## src/rtl/atriusb_event_framer.sv

```systemverilog
// Frames each IRS event stream into one or more FIFO frames of two header words
// plus payload, starting a frame only once the FIFO has room for all of it.
module atriusb_event_framer #(
    parameter int unsigned MAX_FRAME_WORDS = 1024,
    parameter logic [7:0]  TYPE_BASE       = 8'hE0,
    parameter int unsigned SPACE_MARGIN    = 4
) (
    input  logic        irs_clk_i,
    input  logic        rst_n_i,
    input  logic        ev_start_i,
    input  logic [15:0] ev_nwords_i,
    output logic        ev_start_ready_o,
    input  logic [15:0] dat_i,
    input  logic        dat_valid_i,
    output logic        dat_ready_o,
    output logic [15:0] fifo_dat_o,
    output logic        fifo_wr_o,
    input  logic        fifo_full_i,
    input  logic [15:0] fifo_nwords_i,
    output logic        err_zero_len_o,
    output logic        overflow_o,
    output logic [23:0] debug_o
);

    localparam int unsigned WORD_W = 16;
    localparam int unsigned CMP_W  = WORD_W + 1;
    localparam int unsigned FNUM_W = 8;

    typedef enum logic [2:0] {
        S_IDLE       = 3'd0,
        S_SPACE_WAIT = 3'd1,
        S_HDR0       = 3'd2,
        S_HDR1       = 3'd3,
        S_PAYLOAD    = 3'd4,
        S_FRAME_DONE = 3'd5
    } state_t;

    state_t              state_q, state_d;
    logic [WORD_W-1:0]   remaining_q, remaining_d;
    logic [WORD_W-1:0]   flen_q, flen_d;
    logic [WORD_W-1:0]   pcnt_q, pcnt_d;
    logic [FNUM_W-1:0]   fnum_q, fnum_d;
    logic [WORD_W-1:0]   fifo_dat_q, fifo_dat_d;
    logic                fifo_wr_q, fifo_wr_d;
    logic                err_q, err_d;
    logic                ovf_q, ovf_d;

    logic [WORD_W-1:0]   rem_after;
    logic [CMP_W-1:0]    space_need;
    logic                space_ok;

    // Frame length is the remaining event length clipped to the frame limit.
    function automatic logic [WORD_W-1:0] clip_len(input logic [WORD_W-1:0] n);
        return (n > WORD_W'(MAX_FRAME_WORDS)) ? WORD_W'(MAX_FRAME_WORDS) : n;
    endfunction

    // 17-bit compare so the header + margin addition can never wrap.
    assign space_need = CMP_W'(flen_q) + CMP_W'(2) + CMP_W'(SPACE_MARGIN);
    assign space_ok   = !fifo_full_i && ({1'b0, fifo_nwords_i} >= space_need);
    assign rem_after  = remaining_q - flen_q;

    always_ff @(posedge irs_clk_i or negedge rst_n_i) begin
        if (!rst_n_i) begin
            state_q     <= S_IDLE;
            remaining_q <= '0;
            flen_q      <= '0;
            pcnt_q      <= '0;
            fnum_q      <= '0;
            fifo_dat_q  <= '0;
            fifo_wr_q   <= 1'b0;
            err_q       <= 1'b0;
            ovf_q       <= 1'b0;
        end else begin
            state_q     <= state_d;
            remaining_q <= remaining_d;
            flen_q      <= flen_d;
            pcnt_q      <= pcnt_d;
            fnum_q      <= fnum_d;
            fifo_dat_q  <= fifo_dat_d;
            fifo_wr_q   <= fifo_wr_d;
            err_q       <= err_d;
            ovf_q       <= ovf_d;
        end
    end

    always_comb begin
        state_d     = state_q;
        remaining_d = remaining_q;
        flen_d      = flen_q;
        pcnt_d      = pcnt_q;
        fnum_d      = fnum_q;
        fifo_dat_d  = fifo_dat_q;
        fifo_wr_d   = 1'b0;
        err_d       = 1'b0;
        ovf_d       = ovf_q;
        dat_ready_o = 1'b0;

        case (state_q)
            S_IDLE: begin
                if (ev_start_i) begin
                    if (ev_nwords_i == '0) begin
                        err_d = 1'b1;
                    end else begin
                        remaining_d = ev_nwords_i;
                        flen_d      = clip_len(ev_nwords_i);
                        fnum_d      = '0;
                        state_d     = S_SPACE_WAIT;
                    end
                end
            end
            S_SPACE_WAIT: begin
                if (space_ok) state_d = S_HDR0;
            end
            // Header writes also hold off on full so no write ever lands on a full FIFO.
            S_HDR0: begin
                if (!fifo_full_i) begin
                    fifo_wr_d  = 1'b1;
                    fifo_dat_d = {TYPE_BASE[7:2], (fnum_q == '0), (remaining_q == flen_q), fnum_q};
                    state_d    = S_HDR1;
                end
            end
            S_HDR1: begin
                if (!fifo_full_i) begin
                    fifo_wr_d  = 1'b1;
                    fifo_dat_d = flen_q;
                    pcnt_d     = flen_q;
                    state_d    = S_PAYLOAD;
                end
            end
            S_PAYLOAD: begin
                dat_ready_o = !fifo_full_i;
                if (fifo_full_i) ovf_d = 1'b1;
                if (dat_valid_i && !fifo_full_i) begin
                    fifo_wr_d  = 1'b1;
                    fifo_dat_d = dat_i;
                    pcnt_d     = pcnt_q - WORD_W'(1);
                    if (pcnt_q == WORD_W'(1)) state_d = S_FRAME_DONE;
                end
            end
            S_FRAME_DONE: begin
                remaining_d = rem_after;
                fnum_d      = fnum_q + FNUM_W'(1);
                if (rem_after == '0) begin
                    state_d = S_IDLE;
                end else begin
                    flen_d  = clip_len(rem_after);
                    state_d = S_SPACE_WAIT;
                end
            end
            default: state_d = S_IDLE;
        endcase
    end

    assign ev_start_ready_o = (state_q == S_IDLE);
    assign fifo_dat_o       = fifo_dat_q;
    assign fifo_wr_o        = fifo_wr_q;
    assign err_zero_len_o   = err_q;
    assign overflow_o       = ovf_q;
    assign debug_o          = {fnum_q, state_q, remaining_q[12:0]};

endmodule

```

## config.mk

```make
export PLATFORM = sky130hd
export DESIGN_NAME = atriusb_event_framer
export DESIGN_NICKNAME = d
export VERILOG_FILES = /design/src/rtl/atriusb_event_framer.sv
export SDC_FILE = /design/constraint.sdc
export NUM_CORES = 1
export LEC_CHECK = 0
export BUFFER_PORTS_ARGS = -buffer_cell sky130_fd_sc_hd__buf_2
export CAP_MARGIN = 20
export CORE_UTILIZATION = 55
export DETAILED_ROUTE_END_ITERATION = 10
export PLACE_DENSITY = 0.89
export SYNTH_ARGS = -nofsm -noshare
export SYNTH_HDL_FRONTEND = slang
export SYNTH_SLANG_ARGS = --single-unit
```

## constraint.sdc

```tcl
create_clock -name irs_clk_i -period 4.7 [get_ports irs_clk_i]
set_input_delay 0.235 -clock irs_clk_i [delete_from_list [all_inputs] [get_ports irs_clk_i]]
set_output_delay 0.235 -clock irs_clk_i [all_outputs]
set_load 0.02 [all_outputs]
```

==> flow_metrics.env, run 1 <==
export IMPL_status="complete, no violations"
export IMPL_crit_slowest_cell="dfrtp_1"
export IMPL_numCtsBuffers=9
export IMPL_tns_ns=0
export IMPL_clkTransAtPathRegs_ns=0.10
export IMPL_ctsRootBufferMaster="clkbuf_8"
export IMPL_placed_cells=863
export IMPL_finalNetCount=835
export IMPL_ctsResizeCount=0
export IMPL_synthCells=673
export IMPL_drive_above_1_share=0.196
export IMPL_coreArea_sq_um=9910
export IMPL_fillers=841
export IMPL_fin_skew_ns=0.0168
export IMPL_start_util=0.574
export IMPL_ys_types=72
export IMPL_cp_common_cell="a21oi_1"
export IMPL_critPathBufInv=1
export IMPL_fin_ws_ns=0.997
export IMPL_clk_latency_ns=0.36
export IMPL_grt_pass1_wl_microns=27200
export IMPL_maxCapViolCount=0
export IMPL_crit_required_ns=4.99
export IMPL_io_pins=98
export IMPL_synth_top_family_by_area="compound AO/OA/AOI/OAI gates"
export IMPL_synth_ff_type="dfrtp_1"
export IMPL_area_delta_synth_final_pct=12.6
export IMPL_cts_tree="yes"
export IMPL_finish_utilization=0.647
export IMPL_synth_seq_area_share=0.343
export IMPL_crit_path_max_fanout=8
export IMPL_stdcell_count=883
export IMPL_mostFrequentLayoutCells="buf_2 (97), dfrtp_1 (78), nand2_1 (72), nor2_1 (63), o21ai_0 (49)"
export IMPL_grt_usage=0.317
export IMPL_drtIter0Drc=464
export IMPL_die_width_microns=104
export IMPL_portBuffers=97
export IMPL_vias=5661
export IMPL_wl_per_cell_microns=19.5
export IMPL_syn_area_per_cell_sq_um=8.46
export IMPL_cp_startpoint="flen_q[6]"
export IMPL_yosys_area_share_simple=0.200
export IMPL_synth_compound_area_frac=0.252
export IMPL_r2r_start="flen_q[6]"
export IMPL_hold_viol=0
export IMPL_cp_top_family="simple AND/OR/NAND/NOR gates"
export IMPL_antenna_left=0
export IMPL_tightest_slew_ns=1.00
export IMPL_routed_wl_microns=17200
export IMPL_power_per_cell_area_nw_per_um2=651
export IMPL_criticalPathCategory="reg -> reg"
export IMPL_clockBufferDepth=2
export IMPL_crit_chain="inv_1 > nor4_1 > and3_1 > nand3_1 > nor2_1 > nand2_1 > xor2_1 > ha_1 > nand2_1 > a21oi_1 > a211oi_1 > o21ai_0 > a21oi_1 > o211a_1 > or4_1 > a21oi_1"
export IMPL_antenna_cells=0
export IMPL_async_flop_share=1.00
export IMPL_mappedNetlistArea_sq_um=5690
export IMPL_synthMuxAreaShare=0.0273
export IMPL_min_delay_start="ev_nwords_i[12]"
export IMPL_slew_headroom=0.328
export IMPL_cp_slowest_stage_delay_ns=0.55
export IMPL_gp_congestion=0.948
export IMPL_arrival_ns=3.99
export IMPL_fin_crit_sh=0.788
export IMPL_num_rows=36
export IMPL_grt_overflow=0
export IMPL_worstSetupEndpointType="flop"
export IMPL_synth_xor_area_share=0.0367
export IMPL_final_area_sq_um=6410
export IMPL_start_kind="flop"
export IMPL_antenna_found_initial=0
export IMPL_drc=0
export IMPL_synth_nets=763
export IMPL_hold_path_class="in -> reg"
export IMPL_place_area_sq_um=6150
export IMPL_firstDrtPassIters=5
export IMPL_p_leak_nw=2.84
export IMPL_grt_max_degree=79
export IMPL_die_h_microns=104
export IMPL_layout_min_cycle_time_ns=3.70
export IMPL_layout_commonest_cell="buf_2"
export IMPL_cts_sinks=78
export IMPL_grt_setup_unrepaired="no"
export IMPL_synthAdderAreaFrac=0.0826
export IMPL_synth_seq_cells=78
export IMPL_via_per_inst=6.41
export IMPL_drv_slew=0
export IMPL_htree_levels=3
export IMPL_grt_pass1_vias=5538
export IMPL_yosysWarnings=0
export IMPL_max_vdd_ir_drop_uv=433
export IMPL_dieArea_sq_um=10800
export IMPL_dpl_hpwl_microns=12900
export IMPL_fmax_mhz=270
export IMPL_dp_slack_ns=1.06
export IMPL_setup_violations=0
export IMPL_synth_edff_count=0
[area by class of cell]
class                   count  area, sq um  area share
multi-input cells         526         3420       0.533
flip-flops and latches     78         1950       0.304
repair buffers            106          583      0.0909
well taps                 133          166      0.0260
clock buffers               9          124      0.0193
inverters                  24         90.1      0.0140
clock inverters             7         81.3      0.0127
[power breakdown]
| group | internal, mW | switching, mW | leakage (nW) |
|---|---|---|---|
| Combinational | 0.895 | 1.62 | 1.76 |
| Sequential | 0.887 | 0.228 | 0.985 |
| Clock | 0.253 | 0.285 | 0.101 |
[state kept, by name (all words and copies together), names as in the netlist]
register	count
fifo_dat_o	16
fifo_wr_o	1
state_q	3
pcnt_q	16
flen_q	16
remaining_q	16
overflow_o	1
fnum_q	8
err_zero_len_o	1
[synth_stat cells (15+ instances only)]
library cell / count / share of area
dfrtp_1: 78 / 0.34
nand2_1: 72 / 0.047
nor2_1: 64 / 0.042
o21ai_0: 49 / 0.043
a21oi_1: 46 / 0.040
ha_1: 36 / 0.079
clkbuf_1: 26 / 0.017
a22oi_1: 25 / 0.033
inv_1: 24 / 0.016
nor3_1: 23 / 0.020
nand3_1: 20 / 0.018
a31oi_1: 17 / 0.019
a21o_1: 16 / 0.021
buf_4: 15 / 0.020
[logic make-up (layout without fill, tap and decap cells)]
family          Yosys count  in the layout
compound gates          211            211
xor+xnor                 23             23
fa+ha+maj                37             37
buf+inv                  69            146
flops                    78             78
mux                      14             14
simple gates            241            241
[path summary, 6_finish.rpt]
check	endpoint	slack (ns)	depth (start not counted)
setup reg to reg	state_q[1]	1.0	16
min in group asynchronous	pcnt_q[13]	0.22	2
max in group asynchronous	flen_q[15]	3.89	3
hold reg to reg	overflow_o	0.48	1
hold / removal	remaining_q[12]	0.11	3
setup / recovery	state_q[1]	1.0	16
[worst min-delay path, cell delays in order]
cell	delay, ns
buf_2	0.09
a22oi_1	0.06
nand2_1	0.05
[stage by stage]
step / hold WS (ns) / total power [mW]
floorplan: -0.0606 / 3.02
detailed placement: 0.444 / 3.58
finish: 0.107 / 4.17
global route: 0.128 / 4.44
CTS: 0.0756 / 4.12
global placement: 0.433 / 3.51
[layer usage]
layer | share of wire | vias up | routed length (microns) | track usage
li1 | - | 2614 | - | -
met1 | 0.40 | 2669 | 6890 | 0.410
met2 | 0.47 | 318 | 8040 | 0.526
met3 | 0.088 | 60 | 1520 | 0.0352
met4 | 0.045 | 0 | 774 | 0.164
met5 | 0 | - | 0 | 0
[repair_timing]
item | CTS | global route
buffers inserted | 0 | 0
endpoints found under the hold margin | 0 | 17
hold buffers | 0 | 1
No activity file was read; power rests on OpenSTA's default activity.
==> inputs of run 2 (changes only) <==
Settings changed: ABC_AREA set to 1, CORE_UTILIZATION 55 to 53.
Clock period 4.7 ns to 3.3 ns, I/O delays scaled along.
==> flow_metrics.env, run 2 <==
export IMPL_timing_reg2reg_worst_path_depth=25
export IMPL_drtIter0Drc=826
export IMPL_numCtsBuffers=9
export IMPL_grt_max_degree=79
export IMPL_total_power_mw=6.53
export IMPL_setup_violations=0
export IMPL_routed_wl_microns=17900
export IMPL_firstDrtPassIters=6
export IMPL_die_h_microns=110
export IMPL_placed_cells=1115
export IMPL_ctsRootBufferMaster="clkbuf_16"
export IMPL_synth_nets=989
export IMPL_fin_skew_ns=0.00673
export IMPL_mappedNetlistArea_sq_um=6180
export IMPL_cts_tree="yes"
export IMPL_drv_slew=0
export IMPL_portBuffers=97
export IMPL_synth_area_top_cells="dfrtp_1 (32%), nand2_1 (14%), ha_1 (7.3%)"
export IMPL_cts_sinks=78
export IMPL_criticalPathCategory="reg -> reg"
export IMPL_arrival_ns=3.35
export IMPL_fin_ws_ns=0.196
export IMPL_slew_headroom=0.611
export IMPL_via_per_inst=5.67
export IMPL_max_vdd_ir_drop_uv=502
export IMPL_synth_seq_area_share=0.316
export IMPL_grt_overflow=0
export IMPL_async_flop_share=1.00
export IMPL_clkTransAtPathRegs_ns=0.07
export IMPL_layout_commonest_cell="nand2_1"
export IMPL_ys_types=45
export IMPL_wl_per_cell_microns=15.8
export IMPL_grt_usage=0.302
export IMPL_finish_utilization=0.629
export IMPL_whs_path_depth=2
export IMPL_status="complete, no violations"
export IMPL_synthCells=899
export IMPL_tns_ns=0
export IMPL_power_per_cell_area_nw_per_um2=913
export IMPL_clk_latency_ns=0.35
export IMPL_worstSetupEndpointType="flop"
export IMPL_hold_path_class="in -> reg"
export IMPL_tightest_slew_ns=0.578
export IMPL_grt_setup_unrepaired="yes"
export IMPL_start_kind="flop"
export IMPL_stdcell_count=1139
export IMPL_io_pins=98
export IMPL_cp_slowest_stage_delay_ns=0.40
export IMPL_clockBufferDepth=2
export IMPL_synth_seq_cells=78
export IMPL_start_util=0.544
export IMPL_hold_viol=0
export IMPL_crit_slowest_cell="dfrtp_1"
export IMPL_vias=6462
export IMPL_place_area_sq_um=6720
export IMPL_hold_ws_ns=0.0195
export IMPL_num_rows=39
export IMPL_antenna_left=0
export IMPL_yosysTopAreaCell="dfrtp_1"
export IMPL_final_area_sq_um=7150
export IMPL_dpl_hpwl_microns=13200
export IMPL_mostFrequentLayoutCells="nand2_1 (226), inv_1 (111), buf_2 (96), nor2_1 (93), dfrtp_1 (78)"
export IMPL_htree_levels=3
export IMPL_syn_area_per_cell_sq_um=6.88
export IMPL_crit_required_ns=3.55
export IMPL_die_width_microns=110
export IMPL_synth_most_common_cell="nand2_1"
export IMPL_antenna_found_initial=0
export IMPL_dieArea_sq_um=12100
export IMPL_layout_min_cycle_time_ns=3.10
export IMPL_dp_slack_ns=0.0866
export IMPL_drc=0
export IMPL_maxCapViolCount=0
export IMPL_synth_edff_count=0
export IMPL_grt_pass1_wl_microns=28000
export IMPL_crit_path_max_fanout=3
export IMPL_drive_above_1_share=0.207
export IMPL_netlist_area_leader_share=0.316
export IMPL_finalNetCount=1081
export IMPL_fmax_mhz=322
export IMPL_antenna_cells=0
export IMPL_area_delta_synth_final_pct=15.6
export IMPL_yosysWarnings=0
export IMPL_gp_congestion=0.961
export IMPL_ys_top_cells_by_count="nand2_1 (229), inv_1 (115), nor2_1 (96)"
export IMPL_synth_ff_type="dfrtp_1"
export IMPL_grt_pass1_vias=5708
export IMPL_p_leak_nw=3.69
export IMPL_fin_crit_sh=0.940
export IMPL_cp_common_cell="nand2_1"
export IMPL_coreArea_sq_um=11400
## run 2: worst paths after layout
check                      slack (ns)   startpoint             end
setup / recovery                 0.20    flen_q[2]      state_q[0]
hold / removal                   0.02  fifo_full_i      state_q[2]
setup reg to reg                 0.20    flen_q[2]      state_q[0]
hold reg to reg                  0.49   overflow_o      overflow_o
max in group asynchronous        2.43      rst_n_i  remaining_q[6]
min in group asynchronous        0.28      rst_n_i      overflow_o
## run 2: per-layer routing
layer | global-route usage | vias to the layer above | wire length [microns]
li1 | - | 3079 | -
met1 | 0.420 | 2955 | 7470
met2 | 0.467 | 351 | 8000
met3 | 0.0482 | 77 | 1750
met4 | 0.127 | 0 | 717
met5 | 0 | - | 0
## run 2: cells by family after synthesis
| family | Yosys count | share of synthesized area |
|---|---|---|
| xor gates and xnor gates | 24 | 0.0340 |
| and+or+nand+nor | 464 | 0.337 |
| AOI/OAI and AO/OA | 123 | 0.118 |
| DFF | 78 | 0.316 |
| adders and majority gates | 37 | 0.0761 |
| buffers and inverters | 173 | 0.119 |
## run 2: cell type report
cell class / instances / area [sq um]
fill: 994 / 4220
multi-input combinational: 648 / 3560
sequential: 78 / 1950
timing repair buffer: 117 / 661
inverter: 137 / 514
clock buffer: 9 / 225
tap: 143 / 179
clock inverter: 7 / 57.6
## run 2: what timing repair did
item / 4_1_cts / 5_1_grt
setup buffers: 0 / 6
hold endpoints to repair: 0 / 27
setup endpoints to repair: 0 / 2
gates resized for setup: 0 / 18
hold buffers: 0 / 1
## run 2: worst max-delay path: cells and delay by family, from the launching register on
kind / cells / cell delay, ns
xor+xnor: 1 / 0.14
fa+ha+maj: 2 / 0.41
buf+inv: 5 / 0.32
flops: 1 / 0.40
simple gates: 17 / 1.74
## run 2: where the power goes
group          switching, mW  total (mW)  internal, mW
clock                  0.449       0.968         0.519
sequential             0.310        1.61          1.30
combinational           2.69        3.95          1.26
total                   3.45        6.53          3.08
==> inputs of run 3 (changes only) <==
Settings changed: ABC_AREA 1 to 0, CORE_UTILIZATION 53 to 52.
==> flow_metrics.env, run 3 (synthesized netlist as in run 1, its figures left out) <==
export IMPL_grt_max_degree=79
export IMPL_grt_usage=0.315
export IMPL_layout_min_cycle_time_ns=3.24
export IMPL_worstReg2RegEnd="state_q[1]"
export IMPL_crit_path_max_fanout=4
export IMPL_grt_pass1_wl_microns=27900
export IMPL_total_power_mw=6.39
export IMPL_firstDrtPassIters=10
export IMPL_maxCapViolCount=0
export IMPL_dieArea_sq_um=11400
export IMPL_drc=0
export IMPL_p_leak_nw=3.03
export IMPL_antenna_left=0
export IMPL_status="complete, no violations"
export IMPL_antenna_cells=0
export IMPL_vias=5979
export IMPL_antenna_found_initial=0
export IMPL_grt_setup_unrepaired="yes"
export IMPL_tightest_slew_ns=1.02
export IMPL_mostFrequentLayoutCells="buf_2 (96), dfrtp_1 (76), nand2_1 (72), nor2_1 (61), o21ai_0 (48)"
export IMPL_r2r_slack_ns=0.06
export IMPL_arrival_ns=3.55
export IMPL_coreArea_sq_um=10500
export IMPL_fillers=897
export IMPL_io_pins=98
export IMPL_setup_violations=0
export IMPL_cts_sinks=78
export IMPL_crit_slowest_cell="or4_1"
export IMPL_htree_levels=3
export IMPL_cp_top_family="simple AND/OR/NAND/NOR gates"
export IMPL_seqCellArea_sq_um=1950
export IMPL_critPathBufInv=1
export IMPL_hold_viol=0
export IMPL_finalNetCount=869
export IMPL_layout_commonest_cell="buf_2"
export IMPL_grt_pass1_vias=5547
export IMPL_routed_wl_microns=17900
export IMPL_cp_slowest_stage_delay_ns=0.47
export IMPL_timing_reg2reg_worst_path_depth=16
export IMPL_cts_tree="yes"
export IMPL_gp_congestion=0.969
export IMPL_ctsRootBufferMaster="clkbuf_8"
export IMPL_hold_ws_ns=0.0379
export IMPL_wl_per_cell_microns=19.5
export IMPL_fin_crit_sh=0.983
export IMPL_clockBufferDepth=2
export IMPL_worstSetupPathDepth=16
export IMPL_area_delta_synth_final_pct=18.3
export IMPL_dpl_hpwl_microns=13400
export IMPL_crit_required_ns=3.60
export IMPL_criticalPathCategory="reg -> reg"
export IMPL_via_per_inst=6.50
export IMPL_drive_above_1_share=0.255
export IMPL_whs_path_depth=3
export IMPL_portBuffers=97
export IMPL_grt_overflow=0
export IMPL_start_kind="flop"
export IMPL_hold_path_class="in -> reg"
export IMPL_fmax_mhz=308
export IMPL_min_delay_start="ev_nwords_i[12]"
export IMPL_start_util=0.544
export IMPL_die_h_microns=107
export IMPL_crit_chain="inv_2 > nor4_4 > and3_4 > nand3_1 > nor2_2 > nand2_1 > xor2_1 > ha_1 > nand2_1 > a21oi_2 > a211oi_1 > o21ai_1 > a21oi_1 > o211a_1 > or4_1 > a21oi_1"
export IMPL_dp_slack_ns=0.0118
export IMPL_num_rows=37
export IMPL_holdPathEnd="remaining_q[12]"
export IMPL_drv_slew=0
export IMPL_power_per_cell_area_nw_per_um2=948
export IMPL_clkTransAtPathRegs_ns=0.11
export IMPL_max_vdd_ir_drop_uv=657
export IMPL_die_width_microns=107
export IMPL_drtIter0Drc=569
export IMPL_fin_ws_ns=0.0560
export IMPL_fin_skew_ns=0.0254
export IMPL_multi_input_area_sq_um=3510
export IMPL_r2r_start="flen_q[9]"
export IMPL_slew_headroom=0.318
export IMPL_worstSetupEndpointType="flop"
export IMPL_clk_latency_ns=0.37
export IMPL_tns_ns=0
export IMPL_numCtsBuffers=9
==> run 3: cell types whose count changed in the layout (fill, tap and decap cells not counted), sizes merged, moves of 12 or more <==
cell   before  now
nor2      104   64
a31oi       5   19
inv       137   29
buf       116  139
nand3      53   20
o21ai      38   56
nand2     246   73
nand4      25    7
xor2       24   10
a22oi       0   25
mux2        0   12
a21o        1   16
xnor2       0   13
==> run 3: worst min-delay path: stages <==
cell     delay, ns
buf_2         0.09
a22oi_1       0.06
nand2_1       0.06
==> run 3: routing by layer <==
layer	routed length, microns	global-route usage	share of wire	vias to the layer above
li1	-	-	-	2682
met1	6980	0.406	0.39	2843
met2	8350	0.511	0.47	382
met3	1700	0.0426	0.095	72
met4	923	0.176	0.051	0
met5	0	0	0	-
==> run 3: power breakdown <==
group          total [mW]  switching [mW]  leakage, nW  internal [mW]
registers            1.59           0.322        0.982           1.26
logic                4.08            2.51         1.96           1.57
clock network       0.721           0.431       0.0892          0.290
==> run 3: cell type report <==
class | count | share of cell area
multi-input combinational | 526 | 0.521
sequential | 78 | 0.290
timing repair buffer | 140 | 0.123
tap | 136 | 0.0253
clock buffer | 9 | 0.0184
inverter | 24 | 0.0134
clock inverter | 7 | 0.00911
==> run 3: how the worst max path moves through the flow <==
stage	slack (ns)	startpoint	end
after floorplan	0.07	flen_q[6]	state_q[1]
after global placement	0.1	remaining_q[0]	flen_q[0]
after detailed placement	0.01	remaining_q[0]	flen_q[2]
after CTS	0.02	remaining_q[0]	flen_q[8]
after global routing	-0.06	flen_q[9]	state_q[1]
final	0.06	flen_q[9]	state_q[1]
==> run 3: metrics by stage <==
stage / util / instance area [sq um] / cells
6_report: 0.644 / 6730 / 920
2_1_floorplan: - / 5690 / 673
5_1_grt: 0.644 / 6730 / 920
4_1_cts: 0.633 / 6620 / 918
3_5_place_dp: 0.613 / 6410 / 900
3_3_place_gp: 0.613 / 6410 / 900
==> run 3: repair_timing <==
item,CTS,global route
resized for setup,0,22
hold endpoints to repair,45,0
setup buffers,1,2
pin swaps,1,6
setup endpoints to repair,6,12
hold buffers,1,0
